--- src/rtl/relogio_pkg.sv ---
// Shared types, field limits and the wrap-step helper for the clock/stopwatch.
package relogio_pkg;

    typedef enum logic [1:0] {
        SEL_HOUR = 2'd0,
        SEL_MIN  = 2'd1,
        SEL_SEC  = 2'd2,
        SEL_RUN  = 2'd3
    } sel_e;

    typedef enum logic {
        MODE_CLOCK     = 1'b0,
        MODE_STOPWATCH = 1'b1
    } mode_e;

    localparam logic [6:0] SEC_MAX   = 7'd59;
    localparam logic [6:0] MIN_MAX   = 7'd59;
    localparam logic [6:0] CENTI_MAX = 7'd99;

    // Step a field by +1 (up) or -1 (dn) wrapping within 0..max; both or neither
    // requested leaves the value unchanged.
    function automatic logic [6:0] wrap_step(input logic [6:0] val,
                                             input logic [6:0] max,
                                             input logic       up,
                                             input logic       dn);
        logic [6:0] res;
        res = val;
        if (up && !dn) begin
            res = (val >= max) ? 7'd0 : val + 7'd1;
        end else if (dn && !up) begin
            res = (val == 7'd0) ? max : val - 7'd1;
        end
        return res;
    endfunction

endpackage

--- src/rtl/key_edge.sv ---
// Raw active-low push key -> two-flop synchroniser -> one-cycle press pulse.
module key_edge (
    input  logic clock,
    input  logic resetn,
    input  logic key_n,
    output logic pulse
);

    // [0],[1] synchronise, [2] holds the previous synchronised level
    logic [2:0] sync_q;
    logic [2:0] sync_d;

    // Shift the raw key level through the synchroniser chain
    always_comb begin
        sync_d = {sync_q[1:0], key_n};
    end

    // Chain clears to 0 so an idle (high) key after reset never looks like a press
    always_ff @(posedge clock or negedge resetn) begin
        if (!resetn) begin
            sync_q <= 3'b000;
        end else begin
            sync_q <= sync_d;
        end
    end

    assign pulse = sync_q[2] & ~sync_q[1];

endmodule

--- src/rtl/relogio_cronometro.sv ---
// 24 h time-of-day clock plus 1/100 s stopwatch with field edit and lap freeze.
module relogio_cronometro
    import relogio_pkg::*;
#(
    parameter int CLK_FREQ_HZ = 50_000_000,
    parameter int TOD_HOURS   = 24,
    parameter int SW_MAX_MIN  = 99
) (
    input  logic       clock,
    input  logic       resetn,
    input  logic       mode_sw,
    input  logic [1:0] sel,
    input  logic       key_up_n,
    input  logic       key_dn_n,
    input  logic       key_ss_n,
    output logic [6:0] disp_hi,
    output logic [5:0] disp_mid,
    output logic [6:0] disp_lo,
    output logic       mode_led,
    output logic       running,
    output logic       lap,
    output logic       overflow
);

    localparam int PRESC_MAX = CLK_FREQ_HZ / 100 - 1;
    localparam int PRESC_W   = (PRESC_MAX > 0) ? $clog2(PRESC_MAX + 1) : 1;
    localparam logic [6:0] HOUR_MAX   = 7'(TOD_HOURS - 1);
    localparam logic [6:0] SW_MIN_TOP = 7'(SW_MAX_MIN);
    localparam logic [6:0] DIV_MAX    = 7'd99;

    logic up_p, dn_p, ss_p;

    logic               mode_s1_q, mode_s1_d, mode_s2_q, mode_s2_d;
    logic [1:0]         sel_s1_q, sel_s1_d, sel_s2_q, sel_s2_d;
    logic [PRESC_W-1:0] presc_q, presc_d;
    logic [6:0]         div_q, div_d;
    logic [6:0]         hour_q, hour_d, min_q, min_d, sec_q, sec_d;
    logic [6:0]         sw_min_q, sw_min_d, sw_sec_q, sw_sec_d, sw_centi_q, sw_centi_d;
    logic [6:0]         snap_min_q, snap_min_d, snap_sec_q, snap_sec_d, snap_centi_q, snap_centi_d;
    logic               running_q, running_d, lap_q, lap_d, ovf_q, ovf_d;

    mode_e mode_s;
    sel_e  sel_s;
    logic  tick_c, tick_s, edit, sw_mode, sw_ss, sw_up, sw_clr;

    key_edge u_key_up (.clock(clock), .resetn(resetn), .key_n(key_up_n), .pulse(up_p));
    key_edge u_key_dn (.clock(clock), .resetn(resetn), .key_n(key_dn_n), .pulse(dn_p));
    key_edge u_key_ss (.clock(clock), .resetn(resetn), .key_n(key_ss_n), .pulse(ss_p));

    assign mode_s  = mode_e'(mode_s2_q);
    assign sel_s   = sel_e'(sel_s2_q);
    assign tick_c  = (presc_q == PRESC_W'(PRESC_MAX));
    assign tick_s  = tick_c && (div_q == DIV_MAX);
    assign edit    = (mode_s == MODE_CLOCK) && (sel_s != SEL_RUN);
    assign sw_mode = (mode_s == MODE_STOPWATCH);
    assign sw_ss   = sw_mode & ss_p;
    assign sw_up   = sw_mode & up_p;
    // start/stop takes priority over clear, and clear only applies when stopped
    assign sw_clr  = sw_mode & dn_p & ~ss_p & ~running_q;

    // Switch synchronisers and the centisecond / second prescaler chain
    always_comb begin
        mode_s1_d = mode_sw;
        mode_s2_d = mode_s1_q;
        sel_s1_d  = sel;
        sel_s2_d  = sel_s1_q;
        presc_d   = tick_c ? '0 : presc_q + PRESC_W'(1);
        div_d     = div_q;
        if (tick_c) begin
            div_d = wrap_step(div_q, DIV_MAX, 1'b1, 1'b0);
        end
    end

    // Time of day: field edit while a field is selected, otherwise ripple-carry count
    always_comb begin
        hour_d = hour_q;
        min_d  = min_q;
        sec_d  = sec_q;
        if (edit) begin
            case (sel_s)
                SEL_HOUR: hour_d = wrap_step(hour_q, HOUR_MAX, up_p, dn_p);
                SEL_MIN:  min_d  = wrap_step(min_q, MIN_MAX, up_p, dn_p);
                SEL_SEC:  sec_d  = ss_p ? 7'd0 : wrap_step(sec_q, SEC_MAX, up_p, dn_p);
                default:  ;
            endcase
        end else if (tick_s) begin
            sec_d = wrap_step(sec_q, SEC_MAX, 1'b1, 1'b0);
            if (sec_q == SEC_MAX) begin
                min_d = wrap_step(min_q, MIN_MAX, 1'b1, 1'b0);
                if (min_q == MIN_MAX) begin
                    hour_d = wrap_step(hour_q, HOUR_MAX, 1'b1, 1'b0);
                end
            end
        end
    end

    // Stopwatch: run/lap toggles, clear when stopped, count and sticky wrap flag
    always_comb begin
        running_d    = running_q ^ sw_ss;
        lap_d        = lap_q ^ sw_up;
        ovf_d        = ovf_q;
        sw_min_d     = sw_min_q;
        sw_sec_d     = sw_sec_q;
        sw_centi_d   = sw_centi_q;
        snap_min_d   = snap_min_q;
        snap_sec_d   = snap_sec_q;
        snap_centi_d = snap_centi_q;
        if (sw_up && !lap_q) begin
            snap_min_d   = sw_min_q;
            snap_sec_d   = sw_sec_q;
            snap_centi_d = sw_centi_q;
        end
        if (sw_clr) begin
            lap_d      = 1'b0;
            ovf_d      = 1'b0;
            sw_min_d   = 7'd0;
            sw_sec_d   = 7'd0;
            sw_centi_d = 7'd0;
        end else if (running_q && tick_c) begin
            sw_centi_d = wrap_step(sw_centi_q, CENTI_MAX, 1'b1, 1'b0);
            if (sw_centi_q == CENTI_MAX) begin
                sw_sec_d = wrap_step(sw_sec_q, SEC_MAX, 1'b1, 1'b0);
                if (sw_sec_q == SEC_MAX) begin
                    sw_min_d = wrap_step(sw_min_q, SW_MIN_TOP, 1'b1, 1'b0);
                    if (sw_min_q >= SW_MIN_TOP) begin
                        ovf_d = 1'b1;
                    end
                end
            end
        end
    end

    // All state registers; reset clears everything
    always_ff @(posedge clock or negedge resetn) begin
        if (!resetn) begin
            mode_s1_q    <= 1'b0;
            mode_s2_q    <= 1'b0;
            sel_s1_q     <= 2'd0;
            sel_s2_q     <= 2'd0;
            presc_q      <= '0;
            div_q        <= 7'd0;
            hour_q       <= 7'd0;
            min_q        <= 7'd0;
            sec_q        <= 7'd0;
            sw_min_q     <= 7'd0;
            sw_sec_q     <= 7'd0;
            sw_centi_q   <= 7'd0;
            snap_min_q   <= 7'd0;
            snap_sec_q   <= 7'd0;
            snap_centi_q <= 7'd0;
            running_q    <= 1'b0;
            lap_q        <= 1'b0;
            ovf_q        <= 1'b0;
        end else begin
            mode_s1_q    <= mode_s1_d;
            mode_s2_q    <= mode_s2_d;
            sel_s1_q     <= sel_s1_d;
            sel_s2_q     <= sel_s2_d;
            presc_q      <= presc_d;
            div_q        <= div_d;
            hour_q       <= hour_d;
            min_q        <= min_d;
            sec_q        <= sec_d;
            sw_min_q     <= sw_min_d;
            sw_sec_q     <= sw_sec_d;
            sw_centi_q   <= sw_centi_d;
            snap_min_q   <= snap_min_d;
            snap_sec_q   <= snap_sec_d;
            snap_centi_q <= snap_centi_d;
            running_q    <= running_d;
            lap_q        <= lap_d;
            ovf_q        <= ovf_d;
        end
    end

    // Display mux: clock fields, live stopwatch, or the lap snapshot
    always_comb begin
        disp_hi  = hour_q;
        disp_mid = min_q[5:0];
        disp_lo  = sec_q;
        if (mode_s == MODE_STOPWATCH) begin
            if (lap_q) begin
                disp_hi  = snap_min_q;
                disp_mid = snap_sec_q[5:0];
                disp_lo  = snap_centi_q;
            end else begin
                disp_hi  = sw_min_q;
                disp_mid = sw_sec_q[5:0];
                disp_lo  = sw_centi_q;
            end
        end
    end

    assign mode_led = mode_s2_q;
    assign running  = running_q;
    assign lap      = lap_q;
    assign overflow = ovf_q;

endmodule

--- config.mk ---
export PLATFORM = sky130hd
export DESIGN_NAME = relogio_cronometro
export DESIGN_NICKNAME = d
export VERILOG_FILES = /design/src/rtl/relogio_pkg.sv /design/src/rtl/key_edge.sv /design/src/rtl/relogio_cronometro.sv
export SDC_FILE = /design/constraint.sdc
export NUM_CORES = 1
export LEC_CHECK = 0
export BUFFER_PORTS_ARGS = -buffer_cell sky130_fd_sc_hd__buf_2
export CORE_ASPECT_RATIO = 0.75
export CORE_MARGIN = 1.5
export CORE_UTILIZATION = 58
export CTS_CLUSTER_DIAMETER = 40
export DETAILED_ROUTE_END_ITERATION = 8
export PLACE_DENSITY = 0.82
export SYNTH_ARGS = -nofsm -noshare
export SYNTH_HDL_FRONTEND = slang
export SYNTH_SLANG_ARGS = --single-unit
--- constraint.sdc ---
create_clock -name clock -period 4.65 [get_ports clock]
set_input_delay 0.93 -clock clock [delete_from_list [all_inputs] [get_ports clock]]
set_output_delay 0.93 -clock clock [all_outputs]
set_load 0.01 [all_outputs]
==> results.sh <==
export IMPL_drive_above_1_share_pct=14.7
export IMPL_first_iter_violations=491
export IMPL_p_leak_nw=2.92
export IMPL_finalHoldViolCount=0
export IMPL_fp_dieArea_um2=11200
export IMPL_criticalPathCategory="reg2out"
export IMPL_grt_max_degree=69
export IMPL_cp_required_ps=3720
export IMPL_die_x_um=122
export IMPL_cts_made_buffers=9
export IMPL_skew_ps=10.2
export IMPL_synth_area_per_cell_um2=9.57
export IMPL_clk_pin_slew_worst_paths_ps=70
export IMPL_ys_ff_latch=106
export IMPL_post_cts_buffers=0
export IMPL_fp_dieH_um=92.2
export IMPL_antenna_found_initial=0
export IMPL_arrival_ps=2160
export IMPL_p_per_area_nw_per_um2=450
export IMPL_clkSinkCount=106
export IMPL_grt_first_pass_wirelength_um=24400
export IMPL_synthAdderAreaFrac_pct=3.46
export IMPL_yosys_area_top_type="dfrtp_1"
export IMPL_async_flop_share_pct=100
export IMPL_rsz0062_at_grt="no"
export IMPL_tns_ps=0
export IMPL_gr_total_overflow=0
export IMPL_initial_core_util_pct=59.8
export IMPL_synthTopCellsByCount="dfrtp_1 (106), nor2_1 (58), a21oi_1 (42)"
export IMPL_cap_viol_max_count=0
export IMPL_drc_errors=0
export IMPL_cts_path_max_buffers=2
export IMPL_routed_wl_um=14800
export IMPL_tightest_slew_ps=1160
export IMPL_path_buf_inv=1
export IMPL_run_status="finished clean"
export IMPL_crit_family="flip-flops"
export IMPL_end_kind="primary output"
export IMPL_final_util_pct=64.6
export IMPL_min_period_ps=3090
export IMPL_clock_fmax_ghz=0.324
export IMPL_syn_num_nets=668
export IMPL_track_usage_pct=27.5
export IMPL_postCtsHoldBufs=0
export IMPL_globalplace_congestion=0.964
export IMPL_placed_cell_area_um2=6340
export IMPL_n_antenna_cell=0
export IMPL_num_rows=32
export IMPL_yosysMostFrequentCell="dfrtp_1"
export IMPL_area_growth_pct=8.14
export IMPL_cpPeakStageDelay_ps=1110
export IMPL_wl_per_cell_um=18.6
export IMPL_cts_root_buffer="clkbuf_16"
export IMPL_setup_viol=0
export IMPL_synthSimpleGateAreaFrac_pct=20.7
export IMPL_cts_tree="yes"
export IMPL_worstHoldPathType="reg2reg"
export IMPL_grt_pass1_vias=4951
export IMPL_synth_area_mux_share_pct=8.85
export IMPL_synth_edf_count=0
export IMPL_htreeDepth=3
export IMPL_crit_chain="mux2i_1, a21oi_1, buf_2"
export IMPL_worst_slack_ps=1560
export IMPL_nFillCells=823
export IMPL_core_area_um2=10300
export IMPL_max_slew_margin_pct=22.6
export IMPL_slew_viol_final=0
export IMPL_syn_instance_count=643
export IMPL_pre_cts_ws_ps=1880
export IMPL_ys_seq_area_share_pct=43.1
export IMPL_dr_pass1_iters=5
export IMPL_hpwl_um=10200
export IMPL_yosysWarnings=0
export IMPL_syn_area_um2=6150
export IMPL_num_io_pins=32
export IMPL_path_max_fanout=22
export IMPL_ant_nets=0
export IMPL_p_total_mw=2.99
export IMPL_start_kind="register"
export IMPL_synth_compound_area_share_pct=16.8
export IMPL_synth_top_family_by_area="simple AND/OR/NAND/NOR gates"
export IMPL_portBuffers=31
export IMPL_insertion_delay_ps=350
export IMPL_synth_top_area_share_pct=43.1
export IMPL_ys_flop_type="dfrtp_1"
export IMPL_vias=5131
export IMPL_finalNetCount=679
export IMPL_ctsResizeCount=0
export IMPL_crit_slowest_cell="dfrtp_1"
export IMPL_final_area_um2=6650
export IMPL_vias_per_cell=6.45
export IMPL_synthTopCellsByArea="dfrtp_1 (43%), mux2_2 (4.8%), mux2i_1 (3.9%), nor2_1 (3.5%), ha_1 (3.5%)"
export IMPL_peakVddDrop_mv=0.322
export IMPL_ys_types=75
export IMPL_synth_xor_area_share_pct=2.99
export IMPL_post_route_period_util_pct=66.4
report_power, final:
part / leakage (nW) / total [mW] / switching [mW] / internal, mW
combinational: 1.37 / 0.851 / 0.463 / 0.388
sequential: 1.39 / 1.34 / 0.299 / 1.04
clock: 0.155 / 0.801 / 0.361 / 0.441
layout by cell type (no fill, tap or decap), drive strengths merged, types with 17 or more instances in the layout:
cell   count
buf       34
and3      17
dfrtp    106
nand2     39
mux2i     24
inv       27
mux2      27
ha        17
nor2      58
a21oi     43
nand3     32
o21ai     30
metal layers:
metal  vias to the layer above  track usage, %  share of wire, %
li1                       2376               -                 -
met1                      2500            38.2                44
met2                       233            43.3                47
met3                        22            5.04               6.8
met4                         0            9.41               2.0
met5                         -               0                 0
through the flow:
stage | hold WS (ps) | std cells
detailed placement | 337 | 779
global placement | 334 | 779
finish | 353 | 795
floorplan | 331 | 643
global route | 360 | 795
CTS | 353 | 795
path summary, 6_finish.rpt:
check,from,end,slack [ps],cells past startpoint
min in group asynchronous,resetn,min_q[6]$_DFFE_PN0P_,680,1
worst min-delay path,sel_s1_q[1]$_DFF_PN0_,sel_s[1]$_DFF_PN0_,350,0
worst min register to register,sel_s1_q[1]$_DFF_PN0_,sel_s[1]$_DFF_PN0_,350,0
worst max-delay path,lap$_DFF_PN0_,disp_mid[2],1560,3
max in group asynchronous,resetn,sel_s[0]$_DFF_PN0_,2890,2
worst max register to register,u_key_dn.sync_q[1]$_DFF_PN0_,sec_q[3]$_DFFE_PN0P_,1820,8
sequential cells by signal, summed over array words and instances (netlist names), 6 cells and up:
register	cells
div_q	7
hour_q	7
min_q	7
presc_q	19
sec_q	7
snap_centi_q	7
snap_min_q	7
snap_sec_q	6
sw_centi_q	7
sw_min_q	7
sw_sec_q	7
area by class of cell:
class                           count  area, um2  share of cell area, %
Inverter                           24       90.1                   1.35
Timing Repair Buffer               34        180                   2.71
Clock buffer                       10        239                   3.59
Clock inverter                      6       72.6                   1.09
Sequential cell                   106       2650                   39.9
Multi-Input combinational cell    479       3250                   48.8
Tap cell                          136        170                   2.56
logic make-up after synthesis:
group,count (synthesis)
flops,106
fa+ha+maj,17
buf+inv,58
mux,51
xor+xnor,21
simple gates,235
compound gates,155
No activity file was read; power rests on OpenSTA's default activity.
